<file path="config.mk">
export PLATFORM = sky130hd
export DESIGN_NAME = axi_mem_arbiter
export DESIGN_NICKNAME = d
export VERILOG_FILES = /design/src/rtl/axi_mem_arbiter.sv
export SDC_FILE = /design/constraint.sdc
export NUM_CORES = 1
export LEC_CHECK = 0
export CAP_MARGIN = 25
export CORE_AREA = 2 2 218 220
export CTS_CLUSTER_SIZE = 40
export DETAILED_ROUTE_END_ITERATION = 8
export DIE_AREA = 0 0 220 222
export GPL_TIMING_DRIVEN = 0
export HOLD_SLACK_MARGIN = 0.02
export PLACE_DENSITY = 0.4
export RECOVER_POWER = 100
export SKIP_LAST_GASP = 1
export SYNTH_ARGS = -nofsm -noshare
export SYNTH_HDL_FRONTEND = slang
export SYNTH_SLANG_ARGS = --single-unit
</file>
<file path="constraint.sdc">
create_clock -name clk -period 2.7 [get_ports clk]
set_clock_uncertainty 0.15 [all_clocks]
set_input_delay 0.405 -clock clk [delete_from_list [all_inputs] [get_ports clk]]
set_output_delay 0.405 -clock clk [all_outputs]
set_load 0.02 [all_outputs]
</file>
<file path="src/rtl/axi_mem_arbiter.sv">
// Two-port round-robin arbiter that turns 32-bit word requests into single
// 128-bit AXI transactions, one outstanding at a time. Write data is
// replicated across all four word lanes and qualified by a shifted strobe;
// read data is taken from the lane selected by addr[3:2].
module axi_mem_arbiter (
    input  logic         clk,
    input  logic         rst_n,

    input  logic         p0_req,
    input  logic [31:0]  p0_addr,
    input  logic [31:0]  p0_wdata,
    input  logic [3:0]   p0_we,
    output logic         p0_gnt,
    output logic [31:0]  p0_rdata,
    output logic         p0_valid,

    input  logic         p1_req,
    input  logic [31:0]  p1_addr,
    input  logic [31:0]  p1_wdata,
    input  logic [3:0]   p1_we,
    output logic         p1_gnt,
    output logic [31:0]  p1_rdata,
    output logic         p1_valid,

    output logic [31:0]  m_awaddr,
    output logic         m_awvalid,
    input  logic         m_awready,
    output logic [127:0] m_wdata,
    output logic [15:0]  m_wstrb,
    output logic         m_wvalid,
    input  logic         m_wready,
    input  logic         m_bvalid,
    output logic         m_bready,

    output logic [31:0]  m_araddr,
    output logic         m_arvalid,
    input  logic         m_arready,
    input  logic [127:0] m_rdata,
    input  logic         m_rvalid,
    output logic         m_rready
);

    typedef enum logic [2:0] {
        IDLE,
        WADDR,
        WRESP,
        RADDR,
        RDATA
    } state_t;

    state_t      state;
    state_t      state_next;

    logic        last_grant;     // port granted most recently
    logic        grant;
    logic        sel_port;
    logic [3:0]  sel_we;

    logic [29:0] cap_word_addr;  // captured addr[31:2]
    logic [31:0] cap_wdata;
    logic [3:0]  cap_we;
    logic        cap_port;
    logic [1:0]  lane;

    logic        aw_done;
    logic        w_done;
    logic        complete;

    // Byte-offset bits are architecturally ignored.
    logic        unused_addr_bits;
    assign unused_addr_bits = ^{p0_addr[1:0], p1_addr[1:0]};

    assign lane      = cap_word_addr[1:0];
    assign m_awaddr  = {cap_word_addr, 2'b00};
    assign m_araddr  = {cap_word_addr, 2'b00};
    assign m_wdata   = {4{cap_wdata}};
    assign m_wstrb   = 16'(cap_we) << {lane, 2'b00};
    assign complete  = (state == WRESP && m_bvalid) || (state == RDATA && m_rvalid);

    // Round-robin pick: a lone requester wins, a tie goes to the port not granted last.
    // Gated by rst_n so no grant escapes while reset is held.
    always_comb begin
        // NOTE: every signal gets a default first so no path leaves it unassigned (no latch).
        grant    = 1'b0;
        sel_port = 1'b0;
        if (state == IDLE && rst_n) begin
            if (p0_req && p1_req) begin
                grant    = 1'b1;
                sel_port = ~last_grant;
            end else if (p0_req) begin
                grant    = 1'b1;
                sel_port = 1'b0;
            end else if (p1_req) begin
                grant    = 1'b1;
                sel_port = 1'b1;
            end
        end
    end

    assign p0_gnt = grant && !sel_port;
    assign p1_gnt = grant &&  sel_port;
    assign sel_we = sel_port ? p1_we : p0_we;

    // Next-state and AXI handshake outputs; all valids/readies low unless the state drives them.
    always_comb begin
        state_next = state;
        m_awvalid  = 1'b0;
        m_wvalid   = 1'b0;
        m_bready   = 1'b0;
        m_arvalid  = 1'b0;
        m_rready   = 1'b0;
        case (state)
            IDLE: begin
                if (grant) state_next = (sel_we != 4'd0) ? WADDR : RADDR;
            end
            WADDR: begin
                m_awvalid = !aw_done;
                m_wvalid  = !w_done;
                if ((aw_done || m_awready) && (w_done || m_wready)) state_next = WRESP;
            end
            WRESP: begin
                m_bready = 1'b1;
                if (m_bvalid) state_next = IDLE;
            end
            RADDR: begin
                m_arvalid = 1'b1;
                if (m_arready) state_next = RDATA;
            end
            RDATA: begin
                m_rready = 1'b1;
                if (m_rvalid) state_next = IDLE;
            end
            default: state_next = IDLE;
        endcase
    end

    // State register.
    always_ff @(posedge clk or negedge rst_n) begin
        // NOTE: sequential state uses non-blocking assignments so all flops update together.
        if (!rst_n) state <= IDLE;
        else        state <= state_next;
    end

    // Capture the winning request and remember who won, on the grant edge.
    always_ff @(posedge clk or negedge rst_n) begin
        if (!rst_n) begin
            last_grant    <= 1'b1;
            cap_word_addr <= '0;
            cap_wdata     <= '0;
            cap_we        <= '0;
            cap_port      <= 1'b0;
        end else if (grant) begin
            last_grant    <= sel_port;
            cap_port      <= sel_port;
            cap_word_addr <= sel_port ? p1_addr[31:2] : p0_addr[31:2];
            cap_wdata     <= sel_port ? p1_wdata : p0_wdata;
            cap_we        <= sel_we;
        end
    end

    // Remember which write-channel handshakes are done so each valid drops on its own.
    always_ff @(posedge clk or negedge rst_n) begin
        if (!rst_n) begin
            aw_done <= 1'b0;
            w_done  <= 1'b0;
        end else if (state != WADDR) begin
            aw_done <= 1'b0;
            w_done  <= 1'b0;
        end else begin
            if (m_awvalid && m_awready) aw_done <= 1'b1;
            if (m_wvalid && m_wready)   w_done  <= 1'b1;
        end
    end

    // Per-port completion pulse and read-data holding registers.
    always_ff @(posedge clk or negedge rst_n) begin
        // NOTE: the read-data holding registers are reset too, so they read 0 out of reset.
        if (!rst_n) begin
            p0_valid <= 1'b0;
            p1_valid <= 1'b0;
            p0_rdata <= '0;
            p1_rdata <= '0;
        end else begin
            p0_valid <= complete && !cap_port;
            p1_valid <= complete &&  cap_port;
            if (state == RDATA && m_rvalid) begin
                if (cap_port) p1_rdata <= m_rdata[{lane, 5'b00000} +: 32];
                else          p0_rdata <= m_rdata[{lane, 5'b00000} +: 32];
            end
        end
    end

endmodule

</file>
==> results of run 1 <==
[how the worst max path moves through the flow]
stage,cells after the start,slack [ps],endpoint,start
5_1_grt,5,-60,m_wvalid,state[1]
3_3_place_gp,7,-6220,p0_gnt,rst_n
6_report,5,30,p0_gnt,state[2]
3_5_place_dp,8,-1200,p0_gnt,rst_n
2_1_floorplan,5,320,p0_gnt,state[1]
4_1_cts,5,-220,p0_gnt,state[1]
[cells in the mapped netlist]
cell type / number
a21bo_2: 1
a21o_1: 2
a21oi_1: 1
a22oi_1: 1
and2_1: 12
and3_1: 4
and3b_1: 1
buf_1: 3
buf_2: 14
buf_4: 130
buf_6: 5
clkbuf_1: 20
clkbuf_2: 2
conb_1: 1
dfrtp_1: 138
dfstp_2: 1
inv_1: 2
mux2_2: 64
mux2i_1: 6
mux4_2: 32
nand2_1: 69
nand2b_1: 1
nand3_1: 1
nor2_1: 13
nor2b_1: 3
nor3_2: 1
nor3b_1: 2
nor3b_2: 1
nor4_1: 2
o211ai_1: 1
o21ai_0: 28
o21ai_1: 40
o22ai_1: 64
or2_2: 1
or3_1: 1
or3b_1: 1
[layout make-up]
| class | count | share of cell area, % |
|---|---|---|
| Timing Repair Buffer | 559 | 38.5 |
| Sequential cell | 139 | 23.9 |
| Multi-Input combinational cell | 357 | 19.5 |
| Buffer | 172 | 8.48 |
| Tap cell | 607 | 5.22 |
| Clock buffer | 18 | 3.02 |
| Clock inverter | 14 | 1.41 |
| Inverter | 2 | 0.0516 |
[repair_timing]
item	in CTS	in global routing
hold endpoints to repair	99	69
resized for setup	33	9
hold buffers	2	6
cloned	2	1
buffers inserted	0	2
endpoints found under the setup margin	40	34
[power breakdown]
part	internal, W	switching [W]	total, W	leakage, nW
logic	0.00523	0.00468	0.00991	4.10
clock network	0.00159	0.00105	0.00264	0.309
registers	0.00293	0.000868	0.00380	1.80
total	0.00975	0.00659	0.0163	6.21
[sequential cells by signal, indices dropped and copies added, names as in the netlist]
register and cells:
w_done 1, p1_rdata 32, cap_word_addr 30, cap_port 1, last_grant 1, p0_valid 1
p0_rdata 32, state 3, aw_done 1, cap_we 4, cap_wdata 32, p1_valid 1
[metrics by stage]
step	instance area (µm²)	cells	util, %
3_3_place_gp	13700	1824	29.7
6_report	14600	1868	31.5
3_5_place_dp	13800	1825	29.7
2_1_floorplan	7510	672	-
4_1_cts	14500	1859	31.4
5_1_grt	14600	1868	31.5
[cells by family (layout without fill, tap and decap cells)]
family | count (synthesis) | count (layout) | share of synthesized area (%)
buffers and inverters | 176 | 765 | 16.1
AND/OR/NAND/NOR | 113 | 113 | 6.91
other | 1 | 4 | 0.0500
flip-flops | 139 | 139 | 46.4
multiplexers | 102 | 102 | 20.0
AO/OA/AOI/OAI | 138 | 138 | 10.5
[routing by layer]
metal	global-route usage, %	routed length (µm)	vias up
met5	0	0	-
met1	17.0	14800	3527
li1	-	-	3416
met2	27.1	19500	353
met4	4.18	532	0
met3	4.97	3460	19
==> impl_metrics.py, run 1 <==
metrics = {
    "outcome": {
        "status": "finished, violations left",
        "violations": "capacitance limit, slew limit",
    },
    "routing": {
        "num_vias": 7315,
        "dr.pass1.iters": 4,
        "via_per_inst": 3.92,
        "ant_nets": 0,
        "drtIter0Drc": 146,
        "wl_per_cell_um": 20.5,
        "drc": 0,
        "wirelength_um": 38300,
    },
    "floorplanning": {
        "core_um2": 46300,
        "die_h_um": 222,
        "num_rows": 79,
        "die_area_um2": 48800,
        "fp.dieW_um": 220,
        "io_pins": 554,
        "start_util_pct": 16.2,
    },
    "setup_path": {
        "startpoint_type": "flip-flop",
        "worst_ep_arrival_time_ps": 2120,
        "worstSetupPathType": "flip-flop to output port",
        "critPathBufInv": 2,
        "path_max_fanout": 19,
        "cp.required_ps": 2140,
        "path_cells": "or3b_4 > or3_4 > buf_12 > nor2_1 > buf_2",
        "crit_slowest_cell": "dfrtp_1",
        "crit_family": "simple AND/OR/NAND/NOR gates",
        "rr_worst_depth": 6,
        "r2r_end": "cap_wdata[26]",
        "end_kind": "output port",
        "rr_startpoint": "state[2]",
        "critical_path.max_stage_delay_ps": 430,
        "r2r_slack_ps": 330,
    },
    "final_layout": {
        "num-nets-final": 1521,
        "multiInputGateArea_um2": 2830,
        "antenna_cells": 0,
        "nFillCells": 4836,
        "final_common_cell": "clkdlybuf4s50_1",
        "seqCellArea_um2": 3480,
        "synthToLayoutAreaGrowth_pct": 94.3,
        "layout-drive-gt1-share_pct": 23.9,
        "final_cell_mix": "529 x clkdlybuf4s50_1, 135 x dfrtp_1, 132 x buf_4",
    },
    "logic_synthesis": {
        "yosys_register_bits": 139,
        "syn-cell-area_um2": 7490,
        "synth.yosys.seq_area_share_pct": 46.4,
        "avgSynthCellArea_um2": 11.2,
        "synth_cells": 669,
        "synth.distinct_cells": 36,
        "yosys-top-cells-area": "dfrtp_1 46%, buf_4 13%, mux2_2 9.6%",
        "yosysTopAreaCell": "dfrtp_1",
        "yosysWarnings": 0,
        "synth_top_area_share_pct": 46.1,
    },
    "power": {
        "ir_drop_mv": 0.470,
        "p_total_w": 0.0163,
        "powerDensity_nw_per_um2": 1120,
        "leakagePower_nw": 6.21,
    },
    "cts": {
        "cts.sinks": 139,
        "cts_buffer_depth": 2,
        "clkLatencyLatePin_ps": 430,
        "clk_pin_slew_ps": 60,
        "h-tree-depth": 4,
        "cts_root_buf": "clkbuf_16",
        "cts_tree": "done",
        "cts_buffers": 17,
    },
    "sta": {
        "setup_viol": 0,
        "hold_slack_ps": 353,
        "slew_headroom_pct": -3.18,
        "final_max_slew_viol_count": 31,
        "max_slew.worst_pin.slew_ps": 1550,
        "fmaxAchievable_mhz": 374,
        "tns_ps": 0,
        "rsz0062_at_grt": "yes",
        "fin_crit_sh_pct": 98.9,
        "hold_violations": 0,
        "timing.final.crit_period_ps": 2670,
        "setup_slack_ps": 29.7,
    },
    "global_route": {
        "grt_pass1_wl_um": 53200,
        "grt_pass1_vias": 7740,
        "grt_overflow": 0,
        "antenna_found_initial": 2,
        "track_usage_pct": 15.1,
        "grt_max_degree": 42,
    },
    "hold_path": {
        "hold_depth": 1,
        "hold_path.class": "flip-flop to flip-flop",
        "whs_endpoint": "p0_rdata[15]",
        "min_from": "p0_rdata[15]",
    },
    "placed_design": {
        "place.gp.congestion": 0.764,
        "dpl.hpwl_um": 30300,
        "dp_worst_setup_slack_ps": -1200,
        "io_buffers": 545,
    },
    "run": {
        "maxCapViolCount": 1,
    },
}
Note: power is estimated with default switching activity, not from simulation.
==> inputs of run 2 (changes only) <==
Settings changed: CTS_CLUSTER_DIAMETER from default to 150, TNS_END_PERCENT from default to 100.
==> results of run 2 <==
No change in the layout: final DEF, timing and power equal those of run 1.
